`src/rtl/uart_pkg.sv`:
```
// Shared UART constants and the per-cycle FIFO operation decode used by the RX buffer.
package uart_pkg;
  localparam int UART_DATA_W     = 8;
  localparam int UART_FIFO_DEPTH = 16;
  localparam int UART_TOUT_W     = 16;

  typedef struct packed {
    logic wr;    // byte accepted into the FIFO
    logic rd;    // head entry popped
    logic drop;  // byte lost to a full FIFO
  } fifo_op_t;
endpackage

```
`src/rtl/uart_rx_fifo_if.sv`:
```
// Bundle between the RX deserialiser / register block (master) and the RX FIFO (slave).
interface uart_rx_fifo_if #(
  parameter int DEPTH  = 16,
  parameter int DATA_W = 8,
  parameter int TOUT_W = 16
);
  localparam int LVL_W = $clog2(DEPTH) + 1;

  logic [DATA_W-1:0] rx_data_i;
  logic              rx_valid_i;
  logic              clr_i;
  logic              rd_en_i;
  logic [DATA_W-1:0] rd_data_o;
  logic              empty_o;
  logic              full_o;
  logic [LVL_W-1:0]  level_o;
  logic [LVL_W-1:0]  thresh_i;
  logic              thresh_irq_o;
  logic [TOUT_W-1:0] timeout_i;
  logic              tout_irq_o;
  logic              overrun_o;
  logic              ovr_clr_i;

  modport slave (
    input  rx_data_i, rx_valid_i, clr_i, rd_en_i, thresh_i, timeout_i, ovr_clr_i,
    output rd_data_o, empty_o, full_o, level_o, thresh_irq_o, tout_irq_o, overrun_o
  );

  modport master (
    output rx_data_i, rx_valid_i, clr_i, rd_en_i, thresh_i, timeout_i, ovr_clr_i,
    input  rd_data_o, empty_o, full_o, level_o, thresh_irq_o, tout_irq_o, overrun_o
  );
endinterface

```
`src/rtl/uart_fifo_ram.sv`:
```
// FIFO storage: synchronous write port, asynchronous (combinational) read port.
module uart_fifo_ram #(
  parameter int DEPTH  = 16,
  parameter int DATA_W = 8,
  localparam int AW    = $clog2(DEPTH)
) (
  input  logic              clk,
  input  logic              we,
  input  logic [AW-1:0]     waddr,
  input  logic [DATA_W-1:0] wdata,
  input  logic [AW-1:0]     raddr,
  output logic [DATA_W-1:0] rdata
);
  logic [DATA_W-1:0] mem [DEPTH];

  always_ff @(posedge clk)
    if (we) mem[waddr] <= wdata;

  assign rdata = mem[raddr];
endmodule

```
`src/rtl/uart_rx_fifo.sv`:
```
// UART RX show-ahead FIFO with overrun, level-threshold and character-timeout interrupts.
module uart_rx_fifo
  import uart_pkg::*;
#(
  parameter int DEPTH  = UART_FIFO_DEPTH,
  parameter int DATA_W = UART_DATA_W,
  parameter int TOUT_W = UART_TOUT_W
) (
  input  logic           clk,
  input  logic           rst,
  uart_rx_fifo_if.slave  bus
);
  localparam int PTR_W = $clog2(DEPTH);
  localparam int LVL_W = PTR_W + 1;

  logic [PTR_W-1:0]  wr_ptr, rd_ptr;
  logic [LVL_W-1:0]  level, level_nxt;
  logic [TOUT_W-1:0] tcnt;
  logic [DATA_W-1:0] ram_rdata;
  logic              empty, full;
  logic              thresh_irq, tout_irq, overrun;
  fifo_op_t          op;

  assign empty = (level == '0);
  assign full  = (level == LVL_W'(DEPTH));

  // A read frees a slot in the same cycle, so a full FIFO still accepts a write alongside it.
  always_comb begin
    op      = '0;
    op.rd   = bus.rd_en_i && !empty && !bus.clr_i;
    op.wr   = bus.rx_valid_i && (!full || bus.rd_en_i) && !bus.clr_i;
    op.drop = bus.rx_valid_i && full && !bus.rd_en_i && !bus.clr_i;
  end

  always_comb begin
    level_nxt = level;
    if (bus.clr_i)          level_nxt = '0;
    else if (op.wr && !op.rd) level_nxt = level + 1'b1;
    else if (op.rd && !op.wr) level_nxt = level - 1'b1;
  end

  uart_fifo_ram #(.DEPTH(DEPTH), .DATA_W(DATA_W)) u_ram (
    .clk   (clk),
    .we    (op.wr),
    .waddr (wr_ptr),
    .wdata (bus.rx_data_i),
    .raddr (rd_ptr),
    .rdata (ram_rdata)
  );

  always_ff @(posedge clk or posedge rst) begin
    if (rst) begin
      wr_ptr     <= '0;
      rd_ptr     <= '0;
      level      <= '0;
      thresh_irq <= 1'b0;
    end else begin
      level      <= level_nxt;
      thresh_irq <= (bus.thresh_i != '0) && (level_nxt >= bus.thresh_i);
      if (bus.clr_i) begin
        wr_ptr <= '0;
        rd_ptr <= '0;
      end else begin
        if (op.wr) wr_ptr <= wr_ptr + 1'b1;
        if (op.rd) rd_ptr <= rd_ptr + 1'b1;
      end
    end
  end

  // Idle counter compares its registered value, so the flag lands one edge after cnt reaches timeout_i.
  always_ff @(posedge clk or posedge rst) begin
    if (rst) begin
      tcnt     <= '0;
      tout_irq <= 1'b0;
    end else begin
      if (bus.clr_i || op.wr || op.rd || empty) tcnt <= '0;
      else if (tcnt != '1)                      tcnt <= tcnt + 1'b1;

      if (bus.clr_i || op.rd)                          tout_irq <= 1'b0;
      else if (bus.timeout_i != '0 && tcnt == bus.timeout_i) tout_irq <= 1'b1;
    end
  end

  // Overrun survives a flush; a new drop beats a clear in the same cycle.
  always_ff @(posedge clk or posedge rst) begin
    if (rst)               overrun <= 1'b0;
    else if (op.drop)      overrun <= 1'b1;
    else if (bus.ovr_clr_i) overrun <= 1'b0;
  end

  assign bus.rd_data_o    = empty ? '0 : ram_rdata;
  assign bus.empty_o      = empty;
  assign bus.full_o       = full;
  assign bus.level_o      = level;
  assign bus.thresh_irq_o = thresh_irq;
  assign bus.tout_irq_o   = tout_irq;
  assign bus.overrun_o    = overrun;
endmodule

```
`src/flat_wrapper.sv`:
```
// flat-port wrapper written by rule: the top's interface ports become plain ports
module uart_rx_fifo_flat import uart_pkg::*;
#(
  parameter int DEPTH  = UART_FIFO_DEPTH,
  parameter int DATA_W = UART_DATA_W,
  parameter int TOUT_W = UART_TOUT_W
)
  (clk, rst, bus_rx_data_i, bus_rx_valid_i, bus_clr_i, bus_rd_en_i, bus_thresh_i, bus_timeout_i, bus_ovr_clr_i, bus_rd_data_o, bus_empty_o, bus_full_o, bus_level_o, bus_thresh_irq_o, bus_tout_irq_o, bus_overrun_o);
  uart_rx_fifo_if #(.DEPTH(DEPTH), .DATA_W(DATA_W), .TOUT_W(TOUT_W)) bus_i ();
  input  logic clk;
  input  logic rst;
  input wire logic [$bits(bus_i.rx_data_i)-1:0] bus_rx_data_i;
  input wire logic [$bits(bus_i.rx_valid_i)-1:0] bus_rx_valid_i;
  input wire logic [$bits(bus_i.clr_i)-1:0] bus_clr_i;
  input wire logic [$bits(bus_i.rd_en_i)-1:0] bus_rd_en_i;
  input wire logic [$bits(bus_i.thresh_i)-1:0] bus_thresh_i;
  input wire logic [$bits(bus_i.timeout_i)-1:0] bus_timeout_i;
  input wire logic [$bits(bus_i.ovr_clr_i)-1:0] bus_ovr_clr_i;
  output wire logic [$bits(bus_i.rd_data_o)-1:0] bus_rd_data_o;
  output wire logic [$bits(bus_i.empty_o)-1:0] bus_empty_o;
  output wire logic [$bits(bus_i.full_o)-1:0] bus_full_o;
  output wire logic [$bits(bus_i.level_o)-1:0] bus_level_o;
  output wire logic [$bits(bus_i.thresh_irq_o)-1:0] bus_thresh_irq_o;
  output wire logic [$bits(bus_i.tout_irq_o)-1:0] bus_tout_irq_o;
  output wire logic [$bits(bus_i.overrun_o)-1:0] bus_overrun_o;
  assign bus_i.rx_data_i = bus_rx_data_i;
  assign bus_i.rx_valid_i = bus_rx_valid_i;
  assign bus_i.clr_i = bus_clr_i;
  assign bus_i.rd_en_i = bus_rd_en_i;
  assign bus_i.thresh_i = bus_thresh_i;
  assign bus_i.timeout_i = bus_timeout_i;
  assign bus_i.ovr_clr_i = bus_ovr_clr_i;
  assign bus_rd_data_o = bus_i.rd_data_o;
  assign bus_empty_o = bus_i.empty_o;
  assign bus_full_o = bus_i.full_o;
  assign bus_level_o = bus_i.level_o;
  assign bus_thresh_irq_o = bus_i.thresh_irq_o;
  assign bus_tout_irq_o = bus_i.tout_irq_o;
  assign bus_overrun_o = bus_i.overrun_o;
  uart_rx_fifo #(.DEPTH(DEPTH), .DATA_W(DATA_W), .TOUT_W(TOUT_W)) u_core (.clk(clk), .rst(rst), .bus(bus_i));
endmodule
```
`config.mk`:
```
export PLATFORM = sky130hd
export DESIGN_NAME = uart_rx_fifo_flat
export DESIGN_NICKNAME = d
export VERILOG_FILES = /design/src/rtl/uart_pkg.sv /design/src/rtl/uart_rx_fifo_if.sv /design/src/rtl/uart_fifo_ram.sv /design/src/rtl/uart_rx_fifo.sv /design/src/flat_wrapper.sv
export SDC_FILE = /design/constraint.sdc
export NUM_CORES = 1
export LEC_CHECK = 0
export ABC_AREA = 1
export CORE_ASPECT_RATIO = 1.1
export CORE_MARGIN = 3
export CORE_UTILIZATION = 30
export CTS_CLUSTER_DIAMETER = 150
export DETAILED_ROUTE_END_ITERATION = 8
export SYNTH_ARGS = -nofsm -noshare
export SYNTH_HDL_FRONTEND = slang
export SYNTH_SLANG_ARGS = --single-unit
```
`constraint.sdc`:
```
create_clock -name clk -period 2.45 [get_ports clk]
set_input_delay 0.49 -clock clk [delete_from_list [all_inputs] [get_ports clk]]
set_output_delay 0.49 -clock clk [all_outputs]
set_load 0.005 [all_outputs]
```
# Yosys cells after proc, flatten, opt, wreduce, memory -nomap -nowiden
# Memories as Yosys holds them, arrays and structs flattened.
# Index checks and enable logic that the tools add are counted.
# classes
shift	0
add_sub_neg	5
n_eq_ne	3
n_lt_le_gt_ge	1
bitwise_logic	0
n_mux	16
n_mul	0
div	0
reduce_logical	30
# op_table
operator	n
2-to-1 mux 16 bit	2
adder 16 x 1 -> 16 bit (second input constant)	1
== test 16 bit	1
2-to-1 mux 4 bit	4
inequality test 16 bit (second input constant)	1
nonzero test 16 bit	1
2-to-1 mux 5 bit	3
logical AND 1 bit	11
nonzero test 2 bit	5
adder 4 x 1 -> 4 bit (second input constant)	2
2-to-1 mux 8 bit	1
zero test 1 bit	6
2-to-1 mux 1 bit	6
adder 5 x 1 -> 5 bit (second input constant)	1
== test 5 bit (second input constant)	1
>= comparator 5 bit	1
zero test 5 bit	1
logical OR 1 bit	5
nonzero test 5 bit	1
subtractor 5 x 1 -> 5 bit (second input constant)	1
# totals
memories	1
ff_bits	32
ram_bits	128
inputBits	35
mem_bits_ro	0
latch_bits	0
out_inout_bits	18
# memory_table
memory	depth	width	read_ports	rd_ports_with_merged_regs	write_ports	line_no	text
u_core.u_ram.mem	16	8	1	0	1	uart_fifo_ram.sv:14	logic [DATA_W-1:0] mem [DEPTH];

# Longest topological paths before layout
# depth
depth_word	12
mapped_depth	15
depth_no_buf	15

# By module
# From an unflattened synthesis, not the netlist that was laid out.
# hier_totals
cells_unflattened	900
hier_area_um2	8012.7
# modules_own_cells
module	instances	cells_per_inst	area_each_um2
uart_fifo_ram	1	543	5606.6
uart_rx_fifo	1	357	2406.1

# Worst setup path after synthesis
# Ideal clock, no wire load.
# synth_path
path_type	flip-flop to flip-flop
start	register u_core.level[0], in the netlist u_core.bus.level_o[0]
end	register u_core.thresh_irq, in the netlist u_core.bus.thresh_irq_o
arrival_ns	2.088
path_stages_with_launch	15
period_less_slack_ns	2.204
n_path_buf	0
setup_slack_ns	0.246
setup_ns	0.117
cell_sequence	dfrtp_1 > inv_1 > ha_1 > nand4_4 > nand2_2 > inv_2 > nand2_4 > nand2_1 > nor2_1 > nor2_1 > ha_1 > a21oi_1 > o221ai_1 > nor2_1 > nor2_1
# synth_via
elab_chain_len	12
# synth_lines
item	line_no	text
start: declaration	uart_rx_fifo.sv:17	logic [LVL_W-1:0] level, level_nxt;
start signal: assignment	uart_rx_fifo.sv:58	level <= level_nxt;
== test 5 bit	uart_rx_fifo.sv:25	assign full = (level == LVL_W'(DEPTH));
zero test 1 bit	uart_rx_fifo.sv:31	op.wr = bus.rx_valid_i && (!full || bus.rd_en_i) && !bus.clr_i;
logical OR 1 bit	uart_rx_fifo.sv:31	
logical AND 1 bit (2 in a row)	uart_rx_fifo.sv:31	
zero test 1 bit	uart_rx_fifo.sv:39	else if (op.rd && !op.wr) level_nxt = level - 1'b1;
logical AND 1 bit	uart_rx_fifo.sv:39	
2-to-1 mux 5 bit	uart_rx_fifo.sv:39	
2-to-1 mux 5 bit (*)	uart_rx_fifo.sv:38	else if (op.wr && !op.rd) level_nxt = level + 1'b1;
2-to-1 mux 5 bit (*)	uart_rx_fifo.sv:37	if (bus.clr_i) level_nxt = '0;
net u_core.level_nxt[4]	uart_rx_fifo.sv:17	
>= comparator 5 bit (*)	uart_rx_fifo.sv:59	thresh_irq <= (bus.thresh_i != '0) && (level_nxt >= bus.thresh_i);
logical AND 1 bit (*)	uart_rx_fifo.sv:59	
end signal: assignment	uart_rx_fifo.sv:59	
end: declaration	uart_rx_fifo.sv:21	logic thresh_irq, tout_irq, overrun;
# Mark *: on every way through the listed nets, which the timed path passes. The rest lies on a longest branch.
# A chain may end at the register's enable or synchronous reset.

# Worst setup path in the final report
# layout_path
start	register u_core.rd_ptr[0]
end	output port bus_rd_data_o[6]
# layout_via
elab_chain_len	2
# layout_lines
item	line_no	text
start: declaration	uart_rx_fifo.sv:16	logic [PTR_W-1:0] wr_ptr, rd_ptr;
start signal: assignment	uart_rx_fifo.sv:65	if (op.rd) rd_ptr <= rd_ptr + 1'b1;
memory (16 x 8 bit)	n/a	
2-to-1 mux 8 bit	uart_rx_fifo.sv:91	assign bus.rd_data_o = empty ? '0 : ram_rdata;
end: declaration	flat_wrapper.sv:19	output wire logic [$bits(bus_i.rd_data_o)-1:0] bus_rd_data_o;
# Every way passes these cells.

==> reports/qor.yml <==
outcome:
  status: "finished, violations left"
  violations: "setup timing"
global_routing:
  antenna_found_initial: 0
  gr-total-overflow: 0
  grt_max_degree: 33
  grt_pass1_wl_um: 30720
  grtUsageTotal_pct: 14.44
  grt_pass1_vias: 5710
synthesis:
  yosys-top-cells-count: "nand2_1 (228), edfxtp_1 (128), nand3_1 (119), inv_1 (59), nor2_1 (54)"
  synth.area.top_cells: "edfxtp_1 (50%), nand2_1 (11%), dfrtp_1 (11%)"
  syn_avg_cell_area_um2: 9.830
  syn_nets: 823
  yosysWarnings: 0
  synth_cell_types: 32
  synth_top_area_share_pct: 50.45
  ys.flop_type: "edfxtp_1"
  syn_area_um2: 7619
  async_flop_share_pct: 20.00
  yosysSeqAreaShare_pct: 60.96
  ys_ff_latch: 160
  synth_edf_count: 128
  netlist_instances: 775
  yosysMostFrequentCell: "nand2_1"
  synth_top_area_cell: "edfxtp_1"
timing:
  hold_slack_ns: 0.4644
  setup_violations: 7
  worstMarginPinSlew_ns: 0.7447
  period_minus_slack_ns: 2.498
  hold_viol: 0
  finalCritPeriodShare_pct: 101.9
  slew-limit-headroom_pct: 50.20
  final.setup.worst_slack_ns: -0.04761
  fmax_ghz: 0.4004
  rsz0062_at_grt: "true"
  slew_viol_final: 0
  clock_skew_ns: 0.01115
floorplanning:
  chipHeight_um: 173.1
  ios: 53
  initial_core_util_pct: 30.85
  dieWidth_um: 157.9
  core_region_area_um2: 24700
  die_area_um2: 27340
  core.rowCount: 60
routing:
  drc: 0
  final_antenna_net_count: 0
  wire_per_inst_um: 16.03
  totalWireLength_um: 19510
  first_iter_violations: 384
  vias: 5912
  drt_first_pass_iters: 5
  vias_per_cell: 4.858
critical_path:
  cp-start-kind: "flip-flop"
  arrival_ns: 2.01
  cp.required_ns: 1.96
  critPathKind: "flip-flop to primary output"
  crit_path_max_fanout: 7
  endpoint_kind: "primary output"
place:
  globalplace.congestion: 0.8298
  io_buffers: 52
  hpwl_um: 12300
clock_network:
  cts-buffers-inserted: 17
  h-tree-depth: 4
  cts_sinks: 160
  clock_path_buffers: 2
  cts_tree: "yes"
  clk_transition_reported_paths_ns: 0.07
  cts_root_buffer: "clkbuf_16"
  clk_latency_ns: 0.42
  cts_hold_buffers: 0
power_and_ir_drop:
  leakage_nw: 4.002
  p_per_area_nw_per_um2: 731.2
  ir_drop_v: 0.0005304
final_layout:
  diodes: 0
  nFillCells: 2324
  drive_gt1_share_pct: 24.26
  nets: 942
  fin_util_pct: 41.14
  area_growth_pct: 33.37
job:
  drv_cap: 0
worst_hold_path:
  hold_class: "input pin to asynchronous set/reset pin"
-- power breakdown --
part	switching (W)	internal, W
logic	0.000922	0.000875
registers	0.0000458	0.00299
clock network	0.00109	0.00151
total	0.00206	0.00537
-- final cells by class --
type                    count  area (µm²)  share of cell area [%]
flip-flops and latches    160        4651                   45.77
repair buffers            129        1371                   13.50
multi-input cells         522        2900                   28.54
well taps                 310       387.9                   3.817
clock buffers              17       425.4                   4.187
clock inverters            15       158.9                   1.564
inverters                  64       266.5                   2.623
-- worst paths after layout --
check | start | to | slack [ns] | depth (start not counted)
max | u_core.rd_ptr[0] | bus_rd_data_o[6] | -0.05 | 10
max reg2reg | u_core.bus.level_o[0] | u_core.bus.thresh_irq_o | 0.27 | 12
max in group asynchronous | rst | u_core.rd_ptr[0] | 1.66 | 3
min | rst | u_core.tcnt[4] | 0.46 | 3
min in group clk | u_core.bus.overrun_o | u_core.bus.overrun_o | 0.53 | 2
min reg2reg | u_core.bus.overrun_o | u_core.bus.overrun_o | 0.53 | 2
-- through the flow --
stage / total power [W] / TNS (ns) / instances / instance area [µm²] / worst slack (ns)
floorplan: 0.003767 / 0 / 775 / 7619 / 0.2457
global placement: 0.004394 / -0.05708 / 1162 / 8886 / -0.05708
detailed placement: 0.004408 / -0.1719 / 1162 / 8886 / -0.1719
CTS: 0.007322 / -0.2603 / 1211 / 9941 / -0.05866
global route: 0.007746 / -0.8496 / 1217 / 10160 / -0.1339
finish: 0.007430 / -0.2191 / 1217 / 10160 / -0.04761
-- cells in the final DEF, fill, tap and decap left out, drive strengths merged --
cell	synthesis	final
clkinvlp	0	4
clkdlybuf4s50	0	43
bufinv	0	2
xor2	12	12
nand2	234	234
or2	1	1
dlymetal6s2s	0	1
nand3	121	121
nor2	58	58
ha	13	13
o21a	8	8
o221ai	1	1
o21ai	21	21
a21oi	24	24
nand3b	1	1
nor3	14	14
buf	24	83
clkinv	2	7
o32ai	1	1
edfxtp	128	128
dfrtp	32	32
inv	62	66
nand4	13	13
clkbuf	5	19
-- cells by family after synthesis --
family	Yosys count	synth area share, %
AO/OA/AOI/OAI	55	4.369
XOR/XNOR	12	1.380
adder cells (fa/ha/maj)	13	2.135
buffers and inverters	93	5.091
flip-flops	160	60.96
AND/OR/NAND/NOR	442	26.06
-- flip-flops by register name, summed over array words and instances, names as in the netlist --
name / flops
u_core.bus.level_o: 5
u_core.bus.overrun_o: 1
u_core.bus.thresh_irq_o: 1
u_core.bus.tout_irq_o: 1
u_core.rd_ptr: 4
u_core.tcnt: 16
u_core.u_ram.mem: 128
u_core.wr_ptr: 4
-- repair_timing --
action	4_1_cts	5_1_grt
cloned	5	2
resized for setup	99	36
pin swaps	37	24
buffers inserted	12	4
endpoints found under the setup margin	10	10
-- critical path: stages (launching register included) --
cell	delay, ns
dfrtp_2	0.46
buf_12	0.16
clkinv_16	0.07
buf_12	0.12
buf_6	0.11
nand2_1	0.04
nand3_1	0.06
nand3_1	0.10
a21oi_2	0.15
o21a_1	0.19
buf_2	0.12
-- layer usage --
| metal | up-vias | global-route usage (%) | routed length, µm |
|---|---|---|---|
| met4 | 0 | 4.984 | 537 |
| li1 | 2865 | - | - |
| met2 | 187 | 23.09 | 9244 |
| met1 | 2821 | 19.90 | 8601 |
| met5 | - | 0 | 0 |
| met3 | 39 | 2.353 | 1123 |
(Power assumes the default switching activity.)
